**src/rtl/fixed_divide.sv**
```systemverilog
// Sequential signed fixed-point divider: ans = (a << fractional_size) / b, one quotient bit per clock.
// Optional build macro FIXED_DIVIDE_ROUND_EN selects round-half-away-from-zero instead of truncation.
module fixed_divide #(
  parameter int unsigned fractional_size = 12,
  parameter int unsigned operand_size    = 32
) (
  input  logic                    clk,
  input  logic                    rst,
  input  logic                    in_valid,
  output logic                    in_ready,
  input  logic [operand_size-1:0] in_a,
  input  logic [operand_size-1:0] in_b,
  output logic                    ou_valid,
  input  logic                    ou_ready,
  output logic [operand_size-1:0] ou_ans,
  output logic                    ou_overflow,
  output logic                    ou_div_zero
);

  localparam int unsigned n_bits     = operand_size;
  localparam int unsigned iter_count = operand_size + fractional_size;
  localparam int unsigned cnt_w      = $clog2(iter_count + 1);

  localparam logic [cnt_w-1:0] cnt_last = cnt_w'(iter_count - 1);
  localparam logic [n_bits-1:0] ans_max = {1'b0, {(n_bits-1){1'b1}}};
  localparam logic [n_bits-1:0] ans_min = {1'b1, {(n_bits-1){1'b0}}};
  // Magnitude limits in the (iter_count+1)-bit quotient domain.
  localparam logic [iter_count:0] neg_lim =
    {{(iter_count-n_bits+1){1'b0}}, 1'b1, {(n_bits-1){1'b0}}};
  localparam logic [iter_count:0] pos_lim = neg_lim - 1'b1;

  typedef enum logic [1:0] {StIdle, StCalc, StFinal, StDone} state_e;

  state_e                state_q, state_d;
  logic                  sign_q, sign_d;
  logic [n_bits-1:0]     absb_q, absb_d;
  logic [n_bits:0]       rem_q, rem_d;
  // Holds the dividend bits on entry; quotient bits shift in from the bottom.
  logic [iter_count-1:0] div_q, div_d;
  logic [cnt_w-1:0]      cnt_q, cnt_d;
  logic [n_bits-1:0]     ans_q, ans_d;
  logic                  ovf_q, ovf_d;
  logic                  dz_q, dz_d;

  logic [n_bits-1:0]     abs_a, abs_b;
  logic [n_bits+1:0]     rem_shift;
  logic                  rem_ge;
  logic [iter_count:0]   q_ext;

  always_ff @(posedge clk) begin
    if (rst) begin
      state_q <= StIdle;
      sign_q  <= 1'b0;
      absb_q  <= '0;
      rem_q   <= '0;
      div_q   <= '0;
      cnt_q   <= '0;
      ans_q   <= '0;
      ovf_q   <= 1'b0;
      dz_q    <= 1'b0;
    end else begin
      state_q <= state_d;
      sign_q  <= sign_d;
      absb_q  <= absb_d;
      rem_q   <= rem_d;
      div_q   <= div_d;
      cnt_q   <= cnt_d;
      ans_q   <= ans_d;
      ovf_q   <= ovf_d;
      dz_q    <= dz_d;
    end
  end

  always_comb begin
    state_d   = state_q;
    sign_d    = sign_q;
    absb_d    = absb_q;
    rem_d     = rem_q;
    div_d     = div_q;
    cnt_d     = cnt_q;
    ans_d     = ans_q;
    ovf_d     = ovf_q;
    dz_d      = dz_q;

    abs_a     = in_a[n_bits-1] ? (~in_a + 1'b1) : in_a;
    abs_b     = in_b[n_bits-1] ? (~in_b + 1'b1) : in_b;
    rem_shift = {rem_q, div_q[iter_count-1]};
    rem_ge    = (rem_shift >= {2'b00, absb_q});
    q_ext     = {1'b0, div_q};

    unique case (state_q)
      StIdle: begin
        if (in_valid) begin
          sign_d = in_a[n_bits-1] ^ in_b[n_bits-1];
          absb_d = abs_b;
          rem_d  = '0;
          div_d  = {abs_a, {fractional_size{1'b0}}};
          cnt_d  = '0;
          if (in_b == '0) begin
            ans_d   = in_a[n_bits-1] ? ans_min : ans_max;
            dz_d    = 1'b1;
            ovf_d   = 1'b0;
            state_d = StDone;
          end else begin
            state_d = StCalc;
          end
        end
      end
      StCalc: begin
        rem_d = rem_ge ? (rem_shift[n_bits:0] - {1'b0, absb_q}) : rem_shift[n_bits:0];
        div_d = {div_q[iter_count-2:0], rem_ge};
        cnt_d = cnt_q + 1'b1;
        if (cnt_q == cnt_last) begin
          state_d = StFinal;
        end
      end
      StFinal: begin
`ifdef FIXED_DIVIDE_ROUND_EN
        if ({rem_q, 1'b0} >= {2'b00, absb_q}) begin
          q_ext = q_ext + 1'b1;
        end
`endif
        dz_d = 1'b0;
        if (sign_q) begin
          if (q_ext > neg_lim) begin
            ans_d = ans_min;
            ovf_d = 1'b1;
          end else begin
            ans_d = -q_ext[n_bits-1:0];
            ovf_d = 1'b0;
          end
        end else begin
          if (q_ext > pos_lim) begin
            ans_d = ans_max;
            ovf_d = 1'b1;
          end else begin
            ans_d = q_ext[n_bits-1:0];
            ovf_d = 1'b0;
          end
        end
        state_d = StDone;
      end
      StDone: begin
        if (ou_ready) begin
          state_d = StIdle;
        end
      end
      default: state_d = StIdle;
    endcase
  end

  assign in_ready    = (state_q == StIdle);
  assign ou_valid    = (state_q == StDone);
  assign ou_ans      = ans_q;
  assign ou_overflow = ovf_q;
  assign ou_div_zero = dz_q;

endmodule

```
**config.mk**
```make
export PLATFORM = sky130hd
export DESIGN_NAME = fixed_divide
export DESIGN_NICKNAME = d
export VERILOG_FILES = /design/src/rtl/fixed_divide.sv
export SDC_FILE = /design/constraint.sdc
export NUM_CORES = 1
export LEC_CHECK = 0
export ABC_AREA = 0
export CORE_ASPECT_RATIO = 1.25
export CORE_MARGIN = 5
export CORE_UTILIZATION = 50
export CTS_CLUSTER_DIAMETER = 120
export DETAILED_ROUTE_END_ITERATION = 12
export DONT_BUFFER_PORTS = 1
export GPL_TIMING_DRIVEN = 0
export PLACE_DENSITY = 0.65
export SYNTH_ARGS = -nofsm -noshare
export SYNTH_HDL_FRONTEND = slang
export SYNTH_SLANG_ARGS = --single-unit
```
**constraint.sdc**
```tcl
create_clock -name clk -period 5.9 [get_ports clk]
set_input_delay 0.295 -clock clk [delete_from_list [all_inputs] [get_ports clk]]
set_output_delay 0.295 -clock clk [all_outputs]
set_load 0.02 [all_outputs]
```
==> results of run 1 <==
-- flip-flops by register name (all words and copies together) (netlist names) --
signal and cells:
ou_div_zero 1, div_q 44, state_q 2, absb_q 32, ou_overflow 1, ou_ans 32
sign_q 1, rem_q 33, cnt_q 6
-- power breakdown --
group | internal [mW] | switching [mW] | leakage (nW)
combinational | 0.774 | 1.40 | 2.53
sequential | 1.22 | 0.232 | 1.24
clock | 0.740 | 0.462 | 0.314
-- final timing paths --
path	slack (ps)	end
max	1780	rem_q[19]
min	90	absb_q[2]
max reg2reg	1780	rem_q[19]
min reg2reg	470	absb_q[0]
-- what timing repair did --
item,CTS,global route
hold buffers,1,0
endpoints found under the setup margin,0,0
endpoints found under the hold margin,1,0
-- cells in the final DEF (no fill, tap or decap), types with 5 or more instances in the layout --
cell type                   instances
sky130_fd_sc_hd__nand2b_1          13
sky130_fd_sc_hd__ha_1              40
sky130_fd_sc_hd__a211oi_1          40
sky130_fd_sc_hd__nor4_1            14
sky130_fd_sc_hd__o21a_1            10
sky130_fd_sc_hd__a21o_1            12
sky130_fd_sc_hd__clkbuf_16         17
sky130_fd_sc_hd__o211ai_1          19
sky130_fd_sc_hd__o2bb2a_1           5
sky130_fd_sc_hd__nor4b_1            5
sky130_fd_sc_hd__a22oi_1           13
sky130_fd_sc_hd__or2_2              5
sky130_fd_sc_hd__clkbuf_1          78
sky130_fd_sc_hd__nand3_1           18
sky130_fd_sc_hd__o41ai_1           11
sky130_fd_sc_hd__a21boi_0           5
sky130_fd_sc_hd__or4_1             12
sky130_fd_sc_hd__nand2_1          162
sky130_fd_sc_hd__dfxtp_1          152
sky130_fd_sc_hd__mux2i_1           32
sky130_fd_sc_hd__o31ai_1           33
sky130_fd_sc_hd__xnor2_1           21
sky130_fd_sc_hd__o21bai_1           5
sky130_fd_sc_hd__xor2_1            68
sky130_fd_sc_hd__or3_1             11
sky130_fd_sc_hd__a21oi_1          117
sky130_fd_sc_hd__buf_2              7
sky130_fd_sc_hd__nand4_1           13
sky130_fd_sc_hd__nor2_1           112
sky130_fd_sc_hd__nor2b_1            9
sky130_fd_sc_hd__a31oi_1           10
sky130_fd_sc_hd__inv_1             52
sky130_fd_sc_hd__nor3_1            29
sky130_fd_sc_hd__and2_1            13
sky130_fd_sc_hd__o22ai_1           13
sky130_fd_sc_hd__o21ai_0          113
sky130_fd_sc_hd__nor3b_1           14
-- final cells by class --
type                       count  area (um^2)  share of cell area
multi-input combinational   1057         6640               0.591
sequential                   152         3040               0.271
clock buffer                  20          457              0.0406
buffer                        89          358              0.0318
tap                          270          338              0.0301
inverter                      53          199              0.0177
clock inverter                12          188              0.0167
timing repair buffer           1         10.0            0.000891
-- Yosys cell counts (all sizes together), types with 19 or more instances --
cell	n
o21ai	115
a211oi	40
dfxtp	152
mux2i	32
o31ai	33
ha	40
o211ai	19
nor2	112
nand2	163
clkbuf	77
xor2	68
a21oi	117
xnor2	21
nor3	30
inv	52
-- routing by layer --
metal / vias to the layer above / routed length, um / global-route usage
met1: 4783 / 12900 / 0.301
met5: - / 0 / 0
met2: 287 / 16300 / 0.483
met3: 66 / 1600 / 0.0520
met4: 0 / 1030 / 0.107
li1: 4937 / - / -
-- logic make-up (layout without fill, tap and decap cells) --
logic type	count (synthesis)	after routing	synth area share
buffers and inverters	142	175	0.0544
adders and majority gates	41	41	0.0508
and+or+nand+nor	451	451	0.213
xor gates and xnor gates	89	89	0.0761
DFF	152	152	0.297
muxes	32	32	0.0313
AOI/OAI and AO/OA	444	444	0.277
-- metrics by stage --
step,hold WS [ps],power (mW),area [um^2]
after floorplan,431,3.02,10200
after global placement,436,3.57,10600
after detailed placement,443,3.59,10600
after CTS,82.1,4.80,11200
after global routing,91.5,5.14,11200
final,89.4,4.82,11200
==> summary.md, run 1 <==
| Metric | Value |
|---|---|
| Result of the run | `finished, final reports clean` |
| Number of warnings printed during yosys synthesis | `0` |
| Vias in the first global route | `9743` |
| Synthesis-to-layout area growth | `9.69%` |
| Count of boundary I/O pins | `104` |
| Final setup viols | `0` |
| Count of final hold-check violations | `0` |
| DRT antenna net count | `0` |
| Half-perimeter wire length after detailed placement | `24200 um` |
| Number of buffers and inverters on the critical path | `2` |
| Post-route worst setup slack | `1780 ps` |
| Post-CTS Setup Bufs | `0` |
| Number of design rule violations left after detail routing | `0` |
| Global placement routability congestion | `0.965` |
| Clock Skew | `9.36 ps` |
| Final routed wire length divided by cell count | `19.3 um` |
| Clock slew at the register clock pins of the worst setup and hold paths | `60 ps` |
| Largest stage delay on the critical path | `670 ps` |
| Placement Setup Slack | `1830 ps` |
| Fraction of the core area covered by cells at the end of the flow | `0.557` |
| Post-cts sizing count | `0` |
| Cells along the critical path | `inv_1 > ha_1 > fa_1 > nand2b_1 > a21o_1 > a211oi_1 > o2111ai_1 > nor3b_1 > o21ai_1 > clkbuf_1 > mux2i_1 > o21ai_0` |
| Hold path cells | `2` |
| Power per cell area | `429 mW/mm^2` |
| Clock H-tree levels | `4` |
| Worst skew pair latency | `430 ps` |
| Clock period minus worst slack | `4120 ps` |
| Maximum achievable frequency | `243 MHz` |
| Worst setup path startpoint | `div_q[43]` |
| Antenna violations before repair | `0` |
| Slew of the pin with the lowest slew margin | `1200 ps` |
| First-pass GRT wire length | `50800 um` |
| Global-route usage over all layers | `0.264` |
| Count of standard-cell rows | `58` |
| Number of enable flip-flop cells after synthesis | `0` |
| Cell area after synthesis | `0.0102 mm^2` |
| Die height | `170 um` |
| Headroom to the max-slew limit | `0.190` |
| CTS tree | `yes` |
| Reg-to-Reg Start | `div_q[43]` |
| Start point of the worst hold path | `in_b[2]` |
| Critical Path Stages | `12` |
| Initial core utilization | `0.508` |
| Top-area cell type share of the netlist area | `0.297` |
| Peak supply drop | `262 uV` |
| Clk sink count | `152` |
| Crit-path leading delay family | `compound AO/OA/AOI/OAI gates` |
| Post-Syn Nets | `1460` |
| Seq/Total Area, Yosys | `0.297` |
| Largest area contributor in the netlist | `sky130_fd_sc_hd__dfxtp_1` |
| Wire length reported by the detailed router | `31800 um` |
| Final antenna diode count | `0` |
| Detail-routed via count per cell | `6.09` |
| Critical Path End Type | `flop` |
| Die Area | `0.0235 mm^2` |
| Slowest cell on the critical path | `sky130_fd_sc_hd__clkbuf_1` |
| CTS Buf Count | `17` |
| Setup repair after global routing missed its margin | `no` |
| Final nets | `1480` |
| Share of async-settable or async-resettable flops after synthesis | `0` |
| Synth cell types | `72` |
| Final-layout fill cell count | `2016` |
| Data required time of the critical path | `6190 ps` |
| Max-cap violations | `0` |
| Total vias in the final route | `10100` |
| Synthesized area divided by synthesized cell count | `7.58 um^2` |
| Cell count of the worst reg-to-reg path | `12` |
| Kind of launch point of the worst setup path | `flop` |
| Total grt overflow | `0` |
| Std-Cell Core Area | `0.0202 mm^2` |
| Count of non-filler cells in the finished layout | `1654` |
| Iter 0 DRT Violations | `581` |
| Fraction of layout cells with a size suffix above 1 | `0.0455` |
| Placed cell count | `1621` |
| Final period util | `0.698` |
| Data arrival time of the critical path | `4410 ps` |
| Type of the worst min-delay path | `in -> reg` |
| Flip-flop and latch count after synthesis | `152` |
| Largest cells by area after synthesis | `sky130_fd_sc_hd__dfxtp_1 (30%), sky130_fd_sc_hd__nand2_1 (5.9%), sky130_fd_sc_hd__xor2_1 (5.8%)` |
| Critical path type | `reg -> reg` |
| Final sum of negative setup slack | `0 ps` |
| Number of buffers on the longest clock path | `2` |
| Critical path peak fanout | `10` |
| Leakage power | `4.08 nW` |
| Maximum number of pins on one net before global-route repair | `17` |
| Cells after Synth | `1351` |
| Clock tree root driver cell | `sky130_fd_sc_hd__clkbuf_16` |
| Final count of pins violating max slew | `0` |
| Most common flop cell mapped by yosys | `sky130_fd_sc_hd__dfxtp_1` |
| Chip Width | `138 um` |
| Count of input and output buffers | `0` |
| Pre-antenna DRT Iters | `6` |
(Power assumes the default switching activity.)
==> run 2, diff against run 1 <==
--- a/config.mk
+++ b/config.mk
@@ -5,7 +5,7 @@
 export SDC_FILE = /design/constraint.sdc
 export NUM_CORES = 1
 export LEC_CHECK = 0
-export ABC_AREA = 0
+export ABC_AREA = 1
 export CORE_ASPECT_RATIO = 1.25
 export CORE_MARGIN = 5
 export CORE_UTILIZATION = 50
==> constraint.sdc (replaced) <==
create_clock -name clk -period 4.2 [get_ports clk]
set_input_delay 0.21 -clock clk [delete_from_list [all_inputs] [get_ports clk]]
set_output_delay 0.21 -clock clk [all_outputs]
set_load 0.02 [all_outputs]
==> run 2 against run 1 <==
  * Maximum frequency increased by 53%
  * Largest power group unchanged
  * Combinational power grew to 3.3 times the previous value
  * Area after synthesis up 18%
  * Global-route usage rose by 3.6 points
  * Die area up 17%
==> summary.md, run 2 <==
| Metric | Value |
|---|---|
| Count of standard-cell rows | `63` |
| Critical path type | `reg -> reg` |
| Detail-routed via count per cell | `5.42` |
| Total grt overflow | `0` |
| Type of the worst min-delay path | `in -> reg` |
| Largest cells by area after synthesis | `sky130_fd_sc_hd__dfxtp_1 (25%), sky130_fd_sc_hd__nand2_1 (19%), sky130_fd_sc_hd__inv_1 (9.3%)` |
| Critical Path End Type | `flop` |
| Result of the run | `finished, final reports clean` |
| Clock H-tree levels | `4` |
| Post-CTS Setup Bufs | `0` |
| Number of warnings printed during yosys synthesis | `0` |
| Data required time of the critical path | `4570 ps` |
| Slew of the pin with the lowest slew margin | `1020 ps` |
| Post-Syn Nets | `2182` |
| Vias in the first global route | `12700` |
| First-pass GRT wire length | `65100 um` |
| Initial core utilization | `0.509` |
| Number of buffers and inverters on the critical path | `5` |
| Most common flop cell mapped by yosys | `sky130_fd_sc_hd__dfxtp_1` |
| Clock Skew | `10.0 ps` |
| Half-perimeter wire length after detailed placement | `32800 um` |
| Final antenna diode count | `0` |
| Kind of launch point of the worst setup path | `flop` |
| Most common library cell in the layout ignoring fill and taps | `sky130_fd_sc_hd__nand2_1` |
| Seq/Total Area, Yosys | `0.252` |
| Crit-path leading delay family | `buffers and inverters` |
| Final routed wire length divided by cell count | `17.0 um` |
| Count of final hold-check violations | `0` |
| Leakage power | `6.44 nW` |
| Wire length reported by the detailed router | `41700 um` |
| Top-area cell type share of the netlist area | `0.252` |
| Worst skew pair latency | `440 ps` |
| Critical R2R Capture | `rem_q[30]` |
| Largest stage delay on the critical path | `500 ps` |
| Hold path cells | `4` |
| CTS tree | `yes` |
| Std-Cell Core Area | `0.0237 mm^2` |
| Cell count of the worst reg-to-reg path | `10` |
| Pre-antenna DRT Iters | `6` |
| Final sum of negative setup slack | `0 ps` |
| Global placement routability congestion | `0.988` |
| Reg-to-Reg Start | `state_q[0]` |
| CTS Buf Count | `17` |
| Largest registers ranked by flip-flop count | `div_q: 44 flops, rem_q: 33 flops` |
| Hold slack | `12.0 ps` |
| Maximum achievable frequency | `371 MHz` |
| Synth cell types | `43` |
| Power per cell area | `828 mW/mm^2` |
| Count of input and output buffers | `0` |
| Critical Path Stages | `10` |
| Clock period minus worst slack | `2700 ps` |
| Headroom to the max-slew limit | `0.317` |
| Max-cap violations | `0` |
| Maximum number of pins on one net before global-route repair | `17` |
| Final count of pins violating max slew | `0` |
| Cells along the critical path | `inv_1 > ha_1 > buf_2 > nand2_1 > o21ai_2 > inv_2 > buf_2 > buf_1 > nand2_1 > a21oi_1` |
| Combinational share of power | `0.654` |
| Cell area after synthesis | `0.0121 mm^2` |
| Internal Pwr Total | `5.15 mW` |
| Final period util | `0.643` |
| Total vias in the final route | `13300` |
| Register bank with the most flops | `div_q` |
| Slowest cell on the critical path | `sky130_fd_sc_hd__buf_1` |
| Share of power burned in registers | `0.188` |
| Flip-flop and latch count after synthesis | `152` |
| Largest register FFs | `44` |
| Die Area | `0.0274 mm^2` |
| Count of boundary I/O pins | `104` |
| Dominant cell by count in the synthesized netlist | `sky130_fd_sc_hd__nand2_1` |
| Data arrival time of the critical path | `3070 ps` |
| DRT antenna net count | `0` |
| Number of design rule violations left after detail routing | `0` |
| Worst-case hold path end point | `absb_q[26]` |
| Synthesis-to-layout area growth | `10.4%` |
| Setup repair after global routing missed its margin | `no` |
| Global-route usage over all layers | `0.299` |
| Antenna violations before repair | `1` |
| Synthesized area divided by synthesized cell count | `5.82 um^2` |
| Fraction of layout cells with a size suffix above 1 | `0.0433` |
| Start point of the worst hold path | `in_b[26]` |
| Clock share of power | `0.159` |
| Share of total power consumed by net switching | `0.534` |
| Number of buffers on the longest clock path | `2` |
| Chip Width | `149 um` |
| Fraction of the core area covered by cells at the end of the flow | `0.562` |
| Number of enable flip-flop cells after synthesis | `0` |
| Final setup viols | `0` |
| Die height | `184 um` |
| Top cell types by occurrence after synthesis | `sky130_fd_sc_hd__nand2_1 (624), sky130_fd_sc_hd__inv_1 (300), sky130_fd_sc_hd__nor2_1 (197), sky130_fd_sc_hd__a21oi_1 (172), sky130_fd_sc_hd__dfxtp_1 (152)` |
| Placed cell count | `2398` |
| Clock tree root driver cell | `sky130_fd_sc_hd__clkbuf_16` |
| Clock slew at the register clock pins of the worst setup and hold paths | `60 ps` |
| Cells after Synth | `2073` |
| Iter 0 DRT Violations | `984` |
| Largest area contributor in the netlist | `sky130_fd_sc_hd__dfxtp_1` |
| Slack of the worst reg-to-reg path | `1500 ps` |
| Psw | `5.89 mW` |
| Share of async-settable or async-resettable flops after synthesis | `0` |
| Peak supply drop | `394 uV` |
| Most frequent cells in the layout | `sky130_fd_sc_hd__nand2_1 (624), sky130_fd_sc_hd__inv_1 (300), sky130_fd_sc_hd__nor2_1 (197)` |
| Count of non-filler cells in the finished layout | `2449` |
| Clk sink count | `152` |
| Final nets | `2220` |
| Overall Power | `11.0 mW` |
| Critical path peak fanout | `10` |
-- run 2: logic make-up (layout without fill, tap and decap cells) --
| family | Yosys count | after routing | share of synthesized area |
|---|---|---|---|
| compound gates | 331 | 331 | 0.145 |
| buf+inv | 391 | 442 | 0.128 |
| simple gates | 1091 | 1091 | 0.383 |
| flops | 152 | 152 | 0.252 |
| fa+ha+maj | 41 | 41 | 0.0431 |
| xor+xnor | 67 | 67 | 0.0486 |
-- run 2: power groups by stage --
stage / Clock (mW) / Sequential, mW / Combinational (mW)
2_1_floorplan: 0 / 1.98 / 5.26
3_3_place_gp: 0 / 2.08 / 7.02
3_5_place_dp: 0 / 2.09 / 7.07
4_1_cts: 1.76 / 2.06 / 7.14
5_1_grt: 1.83 / 2.10 / 8.02
6_report: 1.75 / 2.07 / 7.21
-- run 2: worst register-to-register path: cells and delay by family, from the launching register on --
| kind | cells | cell delay, ps |
|---|---|---|
| AO/OA/AOI/OAI | 2 | 330 |
| adder cells (fa/ha/maj) | 1 | 320 |
| buffers and inverters | 5 | 1330 |
| flip-flops | 1 | 370 |
| AND/OR/NAND/NOR | 2 | 280 |
-- run 2: how the worst max path moves through the flow --
stage / slack, ps / to / startpoint
floorplan: 2160 / rem_q[25] / div_q[43]
global placement: 1570 / absb_q[31] / state_q[0]
detailed placement: 1540 / absb_q[31] / state_q[1]
CTS: 1530 / absb_q[31] / state_q[0]
global route: 1390 / rem_q[24] / state_q[0]
finish: 1500 / rem_q[30] / state_q[0]
-- run 2: area by class of cell --
class,instances,area (um^2)
fillers,2522,10400
flip-flops and latches,152,3040
repair buffers,19,190
well taps,325,407
inverters,305,1140
clock buffers,18,439
multi-input cells,1530,7480
clock inverters,14,220
plain buffers,86,398
-- run 2: timing repair --
| action | in CTS | in global routing |
|---|---|---|
| hold buffers | 19 | 0 |
| gates resized for setup | 0 | 0 |
| hold endpoints to repair | 19 | 0 |
-- run 2: through the flow --
step / cell area [um^2] / setup slack (ps)
floorplan: 12100 / 2160
global placement: 12500 / 1570
detailed placement: 12500 / 1540
CTS: 13300 / 1530
global route: 13300 / 1390
finish: 13300 / 1500
-- run 2: routing by layer --
layer  vias to the layer above  share of wire  track usage
met5                         -        0.00031            0
met4                         2          0.049        0.138
met3                       129          0.051       0.0427
met2                       431           0.53        0.575
met1                      6043           0.37        0.319
li1                       6680              -            -
==> run 3, diff against run 2 <==
--- a/config.mk
+++ b/config.mk
@@ -13,7 +13,7 @@
 export DETAILED_ROUTE_END_ITERATION = 12
 export DONT_BUFFER_PORTS = 1
 export GPL_TIMING_DRIVEN = 0
-export PLACE_DENSITY = 0.65
+export PLACE_DENSITY = 0.68
 export SYNTH_ARGS = -nofsm -noshare
 export SYNTH_HDL_FRONTEND = slang
 export SYNTH_SLANG_ARGS = --single-unit
==> constraint.sdc (replaced) <==
create_clock -name clk -period 2.4 [get_ports clk]
set_input_delay 0.12 -clock clk [delete_from_list [all_inputs] [get_ports clk]]
set_output_delay 0.12 -clock clk [all_outputs]
set_load 0.02 [all_outputs]
==> run 3 against run 2 <==
  * Register-to-register slack worse by 1300 ps
  * Non-clock buffer count rose by 36
  * Clock-buffer cell count is 1 lower
  * Sequential power up 75%
  * Largest power group unchanged
==> summary.md, run 3 (synthesized netlist as in run 2, its figures left out) <==
| Metric | Value |
|---|---|
| Combinational share of power | `0.664` |
| Critical path peak fanout | `10` |
| Chip Width | `149 um` |
| Leakage power | `6.68 nW` |
| Die Area | `0.0274 mm^2` |
| Number of design rule violations left after detail routing | `0` |
| Count of standard-cell rows | `63` |
| Die height | `184 um` |
| Synthesis-to-layout area growth | `15.4%` |
| Result of the run | `finished, final reports clean` |
| CTS Buf Count | `17` |
| Worst skew pair latency | `440 ps` |
| Maximum achievable frequency | `434 MHz` |
| Share of total power consumed by net switching | `0.521` |
| First-pass GRT wire length | `65700 um` |
| Final antenna diode count | `0` |
| Footprint of the flip-flops and latches | `0.00304 mm^2` |
| Maximum number of pins on one net before global-route repair | `17` |
| Most frequent cells in the layout | `sky130_fd_sc_hd__nand2_1 (616), sky130_fd_sc_hd__inv_1 (299), sky130_fd_sc_hd__nor2_1 (186)` |
| Pre-antenna DRT Iters | `6` |
| Final nets | `2256` |
| Critical path type | `in -> reg` |
| Placement Cell Area | `0.0125 mm^2` |
| Kind of launch point of the worst setup path | `input port` |
| Total vias in the final route | `13500` |
| Largest register FFs | `44` |
| Peak supply drop | `639 uV` |
| Final period util | `0.961` |
| Headroom to the max-slew limit | `0.457` |
| Critical Path End Type | `flop` |
| Area of all placed cells without fillers | `0.0139 mm^2` |
| Final routed wire length divided by cell count | `16.9 um` |
| Share of power burned in registers | `0.181` |
| Iter 0 DRT Violations | `914` |
| Clk sink count | `152` |
| Placed cell count | `2398` |
| Clock slew at the register clock pins of the worst setup and hold paths | `60 ps` |
| CTS tree | `yes` |
| Clock period minus worst slack | `2310 ps` |
| Hold slack | `7.70 ps` |
| Data required time of the critical path | `2780 ps` |
| Number of buffers on the longest clock path | `2` |
| Clock Skew | `10.5 ps` |
| Total grt overflow | `0` |
| Register bank with the most flops | `div_q` |
| Detail-routed via count per cell | `5.44` |
| Count of input and output buffers | `0` |
| Global placement routability congestion | `1.03` |
| Half-perimeter wire length after detailed placement | `32200 um` |
| Overall Power | `20.1 mW` |
| Count of non-filler cells in the finished layout | `2485` |
| Final count of pins violating max slew | `0` |
| Max-cap violations | `0` |
| Clock share of power | `0.155` |
| Data arrival time of the critical path | `2680 ps` |
| Internal Pwr Total | `9.61 mW` |
| Clock tree root driver cell | `sky130_fd_sc_hd__clkbuf_16` |
| Slew of the pin with the lowest slew margin | `814 ps` |
| DRT antenna net count | `0` |
| Area of combinational cells with multiple inputs | `0.00765 mm^2` |
| Type of the worst min-delay path | `in -> reg` |
| Most common library cell in the layout ignoring fill and taps | `sky130_fd_sc_hd__nand2_1` |
| Initial core utilization | `0.509` |
| Count of boundary I/O pins | `104` |
| Power per cell area | `1440 mW/mm^2` |
| Count of final hold-check violations | `0` |
| Psw | `10.4 mW` |
| Fraction of layout cells with a size suffix above 1 | `0.0662` |
| Clock H-tree levels | `4` |
| Final setup viols | `0` |
| Wire length reported by the detailed router | `42000 um` |
| Vias in the first global route | `13100` |
| Antenna violations before repair | `0` |
| Largest registers ranked by flip-flop count | `div_q: 44 flops, rem_q: 33 flops` |
| Global-route usage over all layers | `0.302` |
| Std-Cell Core Area | `0.0237 mm^2` |
| Final-layout fill cell count | `2405` |
-- run 3: cell types whose count changed in the layout (fill, tap and decap cells not counted), moves of 9 or more --
cell                            previous run  this run
sky130_fd_sc_hd__ha_1                     40        31
sky130_fd_sc_hd__nor2_1                  197       186
sky130_fd_sc_hd__buf_2                    17         8
sky130_fd_sc_hd__dlygate4sd3_1            19        51
sky130_fd_sc_hd__nor2_2                    8        17
sky130_fd_sc_hd__clkbuf_1                 48        39
sky130_fd_sc_hd__buf_4                     6        16
-- run 3: power by group through the flow --
| stage | clock network (mW) | logic [mW] | registers (mW) |
|---|---|---|---|
| after floorplan | 0 | 9.20 | 3.47 |
| after global placement | 0 | 12.2 | 3.64 |
| after detailed placement | 0 | 12.3 | 3.66 |
| after CTS | 3.14 | 12.5 | 3.60 |
| after global routing | 3.26 | 14.9 | 3.69 |
| final | 3.11 | 13.3 | 3.63 |
-- run 3: path summary, 6_finish.rpt --
| check | end | cells after the start | start | slack (ps) |
|---|---|---|---|---|
| setup / recovery | ou_ans[8] | 14 | in_b[0] | 90 |
| hold / removal | div_q[35] | 4 | in_a[23] | 8 |
| setup reg to reg | ou_ans[10] | 15 | div_q[0] | 160 |
| hold reg to reg | div_q[37] | 2 | div_q[37] | 470 |
-- run 3: final cells by class --
type                       instances  share of cell area
clock buffer                      17              0.0305
buffer                            85              0.0329
timing repair buffer              56              0.0393
clock inverter                    15              0.0178
sequential                       152               0.218
multi-input combinational       1530               0.549
inverter                         305              0.0824
tap                              325              0.0292
-- run 3: metal layers --
layer  track usage  vias to the layer above  share of wire
met5             0                        -              0
met4         0.181                        0          0.062
met3        0.0454                      163          0.051
met2         0.565                      447           0.52
met1         0.315                     6170           0.37
li1              -                     6750              -
-- run 3: timing repair --
action                     4_1_cts  5_1_grt
pin swaps                        0        3
setup buffers                    0        5
setup endpoints to repair       80      136
hold buffers                    51        0
hold endpoints to repair        51        0
gates resized for setup         16       62
-- run 3: metrics by stage --
step           utilization  setup TNS [ps]  setup WS [ps]
4_1_cts              0.577               0           9.89
2_1_floorplan            -               0            357
3_3_place_gp         0.526           -8780           -245
5_1_grt              0.587           -10.4          -8.08
6_report             0.587               0           94.2
3_5_place_dp         0.526          -10440           -280
-- run 3: critical path, stage by stage --
cell and delay (ps):
sky130_fd_sc_hd__dlygate4sd3_1 540, sky130_fd_sc_hd__inv_1 140, sky130_fd_sc_hd__ha_1 210, sky130_fd_sc_hd__nand3_2 130
sky130_fd_sc_hd__nor2_4 190, sky130_fd_sc_hd__nand3_1 140, sky130_fd_sc_hd__nor2_2 270, sky130_fd_sc_hd__nand3_1 190
sky130_fd_sc_hd__nor2_2 150, sky130_fd_sc_hd__nand3_2 160, sky130_fd_sc_hd__buf_2 240, sky130_fd_sc_hd__nand2_1 90
sky130_fd_sc_hd__a21oi_1 40, sky130_fd_sc_hd__nor2_1 80
